<file path="src/rtl/tl_dp.sv">
// Traffic-light datapath: phase counter, green/blink pass index, phase-end flags
// and registered lamp drivers for the one-hot light-sequence controller.
module tl_dp #(
  parameter int unsigned CNT_W     = 11,
  parameter int unsigned G1_CYC    = 1024,
  parameter int unsigned BLINK_CYC = 32,
  parameter int unsigned NONE_CYC  = 32,
  parameter int unsigned Y_CYC     = 512,
  parameter int unsigned R_CYC     = 1024
) (
  input  logic             clk,
  input  logic             rst,
  input  logic [3:0]       curr_state,
  input  logic             dp_cnt_rst,
  output logic [6:0]       done_state,
  output logic             light_g,
  output logic             light_y,
  output logic             light_r,
  output logic [CNT_W-1:0] cnt,
  output logic             err
);

  localparam int unsigned D_G1    = 0;
  localparam int unsigned D_G2    = 1;
  localparam int unsigned D_G3    = 2;
  localparam int unsigned D_Y     = 3;
  localparam int unsigned D_R     = 4;
  localparam int unsigned D_NONE1 = 5;
  localparam int unsigned D_NONE2 = 6;

  localparam logic [CNT_W-1:0] G1_LAST    = CNT_W'(G1_CYC - 1);
  localparam logic [CNT_W-1:0] BLINK_LAST = CNT_W'(BLINK_CYC - 1);
  localparam logic [CNT_W-1:0] NONE_LAST  = CNT_W'(NONE_CYC - 1);
  localparam logic [CNT_W-1:0] Y_LAST     = CNT_W'(Y_CYC - 1);
  localparam logic [CNT_W-1:0] R_LAST     = CNT_W'(R_CYC - 1);

  logic [CNT_W-1:0] r_cnt;
  logic [1:0]       r_g_idx;
  logic             r_light_g;
  logic             r_light_y;
  logic             r_light_r;
  logic             r_err;

  logic             w_active;
  logic             w_onehot;
  logic             w_multi;
  logic             w_gi0;
  logic [6:0]       w_done;

  assign w_active = (curr_state != 4'd0);
  assign w_onehot = w_active && ((curr_state & (curr_state - 4'd1)) == 4'd0);
  assign w_multi  = w_active && !w_onehot;
  // An illegal pass index of 3 is decoded as the start of the green sequence.
  assign w_gi0    = (r_g_idx == 2'd0) || (r_g_idx == 2'd3);

  // Phase-end decode; silent during reset, idle or multi-hot state.
  always_comb begin
    w_done = 7'd0;
    if (!rst && w_onehot) begin
      if (curr_state[0]) begin
        if (w_gi0 && (r_cnt == G1_LAST))
          w_done[D_G1] = 1'b1;
        else if ((r_g_idx == 2'd1) && (r_cnt == BLINK_LAST))
          w_done[D_G2] = 1'b1;
        else if ((r_g_idx == 2'd2) && (r_cnt == BLINK_LAST))
          w_done[D_G3] = 1'b1;
      end
      if (curr_state[1] && (r_cnt == Y_LAST))
        w_done[D_Y] = 1'b1;
      if (curr_state[2] && (r_cnt == R_LAST))
        w_done[D_R] = 1'b1;
      if (curr_state[3]) begin
        if ((r_g_idx == 2'd1) && (r_cnt == NONE_LAST))
          w_done[D_NONE1] = 1'b1;
        else if ((r_g_idx == 2'd2) && (r_cnt == NONE_LAST))
          w_done[D_NONE2] = 1'b1;
      end
    end
  end

  // Phase counter: cleared by the controller strobe, frozen while idle.
  always_ff @(posedge clk) begin
    if (rst || dp_cnt_rst)
      r_cnt <= '0;
    else if (w_active)
      r_cnt <= r_cnt + CNT_W'(1);
  end

  // Green/blink pass index.
  always_ff @(posedge clk) begin
    if (rst)
      r_g_idx <= 2'd0;
    else if (w_done[D_G1])
      r_g_idx <= 2'd1;
    else if (w_done[D_G2])
      r_g_idx <= 2'd2;
    else if (w_done[D_G3])
      r_g_idx <= 2'd0;
  end

  // Lamps follow the state one cycle later, dark unless the state is one-hot.
  always_ff @(posedge clk) begin
    if (rst) begin
      r_light_g <= 1'b0;
      r_light_y <= 1'b0;
      r_light_r <= 1'b0;
    end else begin
      r_light_g <= w_onehot && curr_state[0];
      r_light_y <= w_onehot && curr_state[1];
      r_light_r <= w_onehot && curr_state[2];
    end
  end

  always_ff @(posedge clk) begin
    if (rst)
      r_err <= 1'b0;
    else if (w_multi)
      r_err <= 1'b1;
  end

  assign done_state = w_done;
  assign cnt        = r_cnt;
  assign light_g    = r_light_g;
  assign light_y    = r_light_y;
  assign light_r    = r_light_r;
  assign err        = r_err;

endmodule

</file>
<file path="config.mk">
export PLATFORM = sky130hd
export DESIGN_NAME = tl_dp
export DESIGN_NICKNAME = d
export VERILOG_FILES = /design/src/rtl/tl_dp.sv
export SDC_FILE = /design/constraint.sdc
export NUM_CORES = 1
export LEC_CHECK = 0
export CORE_ASPECT_RATIO = 1.25
export CORE_UTILIZATION = 45
export CTS_BUF_LIST = sky130_fd_sc_hd__clkbuf_8
export DETAILED_ROUTE_END_ITERATION = 6
export GPL_ROUTABILITY_DRIVEN = 1
export PLACE_DENSITY = 0.85
export REMOVE_ABC_BUFFERS = 1
export SYNTH_ARGS = -nofsm -noshare
export SYNTH_HDL_FRONTEND = slang
export SYNTH_SLANG_ARGS = --single-unit
</file>
<file path="constraint.sdc">
create_clock -name clk -period 1.8 [get_ports clk]
set_input_delay 0.36 -clock clk [delete_from_list [all_inputs] [get_ports clk]]
set_output_delay 0.36 -clock clk [all_outputs]
set_load 0.005 [all_outputs]
</file>
==> results.md <==
Clocking:
- CTS built an H-tree with a depth of 1.
- The clock latency on the worst-skew pair is 0.26 ns.
- Clock tree synthesis inserted a total of 3 buffers.
- The number of buffers inserted for hold repair after clock tree synthesis is 0.
- After clock tree synthesis, the clock-pin slew on the worst setup and hold paths is 0.06 ns.
- The TritonCTS clock tree is yes.
- The number of clock sinks is 17.
- In this run the clock root is driven by a clkbuf_8.
- The clock passes through at most 2 buffers.

STA:
- The period utilization is 1.16.
- The achievable clock frequency is 480 MHz.
- Hold is met by 0.520 ns.
- Measured against its own limit, the worst slew margin works out to 0.680.
- Across the routed clock network, the largest skew measured is 0.00348 ns.
- In the post-route analysis, the smallest setup slack over all paths is -0.283 ns.
- For the finished layout, the period the worst path requires is 2.08 ns.
- Setup violations remaining at the end of the flow were counted as 7.
- Setup repair after global routing could not meet its margin everywhere.
- At the pin with the least slew margin, the transition time is 0.475 ns.
- The final hold violation count is 0.
- The final count of pins violating max slew was 0.

Die:
- The site row count is 17.
- In this run the horizontal extent of the chip is 42.2 um.
- The area of the core region is 1830 um^2.
- The die covers 2200 um^2.
- In this run the vertical extent of the chip is 52.2 um.
- The initial core utilization is 0.496.
- During I/O placement, the number of pins put on the boundary was 29.

Power:
- Overall power consumption after layout is estimated at 765 uW.
- The maximum vdd ir drop is 448 uV.
- The total leakage power is 0.648 nW.
- For this design the ratio of total power to cell area is 466 nW/um^2.

Drt:
- The detail route stage leaves a number of antenna-violating nets equal to 0.
- Using the TritonRoute via totals, the vias-per-cell ratio works out to 6.13.
- The sum of routed wire length over all layers is 3940 um.
- After detailed routing, the number of remaining DRC violations is 0.
- The detailed router finished its first iteration with 36 violations.
- The via total after detailed routing is 1170.
- After detailed routing, the average wire length per cell comes to 20.6 um.
- The number of iterations in the first detailed-routing pass is 4.

Placement:
- The placed wire-length estimate after detailed placement is 1960 um.
- The cell area after placement is 1380 um^2.
- The number of buffer cells added on primary ports is 28.
- The global placement routability congestion is 0.938.

Final layout:
- The area of all placed cells without fillers is 1640 um^2.
- In the final design database the tool counted 183 nets.
- At the end of the flow the core is filled with cells to 0.897.
- Of the cells placed in the final design, the portion with a size suffix greater than 1 is 0.465.
- In the layout the commonest cells are buf_4, clkdlybuf4s50_1, nor2_1.
- The library cell used most frequently in the layout, excluding fill and tap cells, is buf_4.
- The repair_antennas step left the layout with diodes totalling 0.
- Compared with the post-synthesis result, the final layout area differs by 81.0%.

Critical path:
- The kind of start point of the critical path is a register.
- The largest fanout on the critical path is 2.
- The class of the most critical setup path is reg2out.
- STA classifies the critical path endpoint as an output pin.
- At the worst endpoint, the arrival time is 1.72 ns.
- For the worst setup path, the data required time is 1.44 ns.

Flow run:
- Max-cap violations in this run came to 0.

Global route:
- Entering global routing, the biggest net connects 12 pins.
- Summed over all layers, the global routing overflow is 0.
- The overall global routing resource usage is 0.310.
- The first global-routing pass estimated 5050 um of wire.
- The via count of the first global-routing pass is 1136.
- The number of antenna violations at the first check in global routing came to 0.

Logic synthesis:
- For this run, asynchronously set or reset flops after synthesis account for 0.
- Counting flops with a built-in enable in the synthesized netlist gives 0.
- The mean area per synthesized cell is 8.40 um^2.
- The unique cell type count in the Yosys netlist is 30.
- In the synthesized netlist, the number of instances is 108.
- The post-synthesis register bit count is 17.
- The total of warnings raised by yosys is 0.
- For this run, the leading register cell type out of synthesis is dfxtp_1.
- The share of the Yosys chip area taken by registers is 0.375.
- The post-synthesis cell area is 907 um^2.

Outcome:
- The run finished, with violations left.
- The final reports fail on setup timing.

Min path:
- The tightest min-delay check is of the reg2reg type.
-- cell families after synthesis --
group,after synthesis,share of synthesized area
XOR/XNOR,10,0.0965
buffers and inverters,11,0.0772
AO/OA/AOI/OAI,9,0.0579
adder cells (fa/ha/maj),3,0.0414
flip-flops,17,0.375
AND/OR/NAND/NOR,58,0.352
-- flip-flops by register name, indices dropped and copies added (netlist names) --
register,count
cnt,11
r_g_idx,2
err,1
light_g,1
light_r,1
light_y,1
-- final cells by class --
class	instances	area, um^2
multi-input cells	80	664
repair buffers	66	536
flip-flops and latches	17	354
fillers	87	188
clock buffers	3	41.3
well taps	19	23.8
inverters	5	18.8
clock inverters	1	3.75
-- worst paths after layout --
path,start,to,slack [ns],cells after the start
worst max-delay path,cnt[8],done_state[1],-0.28,7
worst max register to register,cnt[8],r_g_idx[1],0.03,7
worst min register to register,r_g_idx[0],r_g_idx[0],0.52,2
worst min-delay path,r_g_idx[0],r_g_idx[0],0.52,2
-- critical path, cell delays in order (launching register included) --
cell and delay, ns:
dfxtp_2 0.34, nor4_4 0.29, buf_4 0.17, buf_6 0.09
nand4_1 0.13, or2_1 0.29, inv_1 0.06, buf_2 0.10
-- cell usage after synthesis, types with 2 or more instances --
library cell | instances | area (um^2)
inv_1 | 5 | 18.8
buf_2 | 2 | 10.0
xnor2_1 | 4 | 35.0
a21oi_1 | 4 | 20.0
nand2_1 | 7 | 26.3
nand4_1 | 6 | 37.5
xor2_1 | 6 | 52.6
nor3_1 | 4 | 20.0
ha_1 | 3 | 37.5
buf_6 | 3 | 33.8
nor4b_1 | 2 | 17.5
nor3b_1 | 2 | 15.0
nor2_1 | 17 | 63.8
nor4_1 | 5 | 31.3
and3_1 | 2 | 12.5
dfxtp_1 | 17 | 340
nand3_1 | 4 | 20.0
and4_2 | 2 | 20.0
o21ai_0 | 2 | 10.0
-- where the power goes --
group          switching (mW)  internal (mW)  leakage, nW
registers             0.00428          0.379        0.142
clock network           0.134          0.152       0.0269
logic                  0.0480         0.0481        0.480
total                   0.186          0.579        0.648
-- per-layer routing --
| metal | track usage | vias to the layer above | wire, um |
|---|---|---|---|
| li1 | - | 507 | - |
| met4 | 0.234 | 0 | 192 |
| met1 | 0.299 | 572 | 1460 |
| met3 | 0.0517 | 19 | 244 |
| met5 | 0 | - | 0 |
| met2 | 0.583 | 72 | 2050 |
-- per-stage QoR --
step                cells  worst slack, ns  setup TNS (ns)
floorplan             102            0.148               0
global placement      178           -0.590           -6.45
detailed placement    178           -0.653           -7.25
CTS                   189           -0.180          -0.358
global route          191           -0.312           -1.45
finish                191           -0.283           -1.04
-- what timing repair did --
| action | 4_1_cts | 5_1_grt |
|---|---|---|
| setup endpoints to repair | 13 | 12 |
| resized for setup | 56 | 21 |
| pin swaps | 12 | 10 |
| setup buffers | 7 | 3 |
No activity file was read; power rests on OpenSTA's default activity.
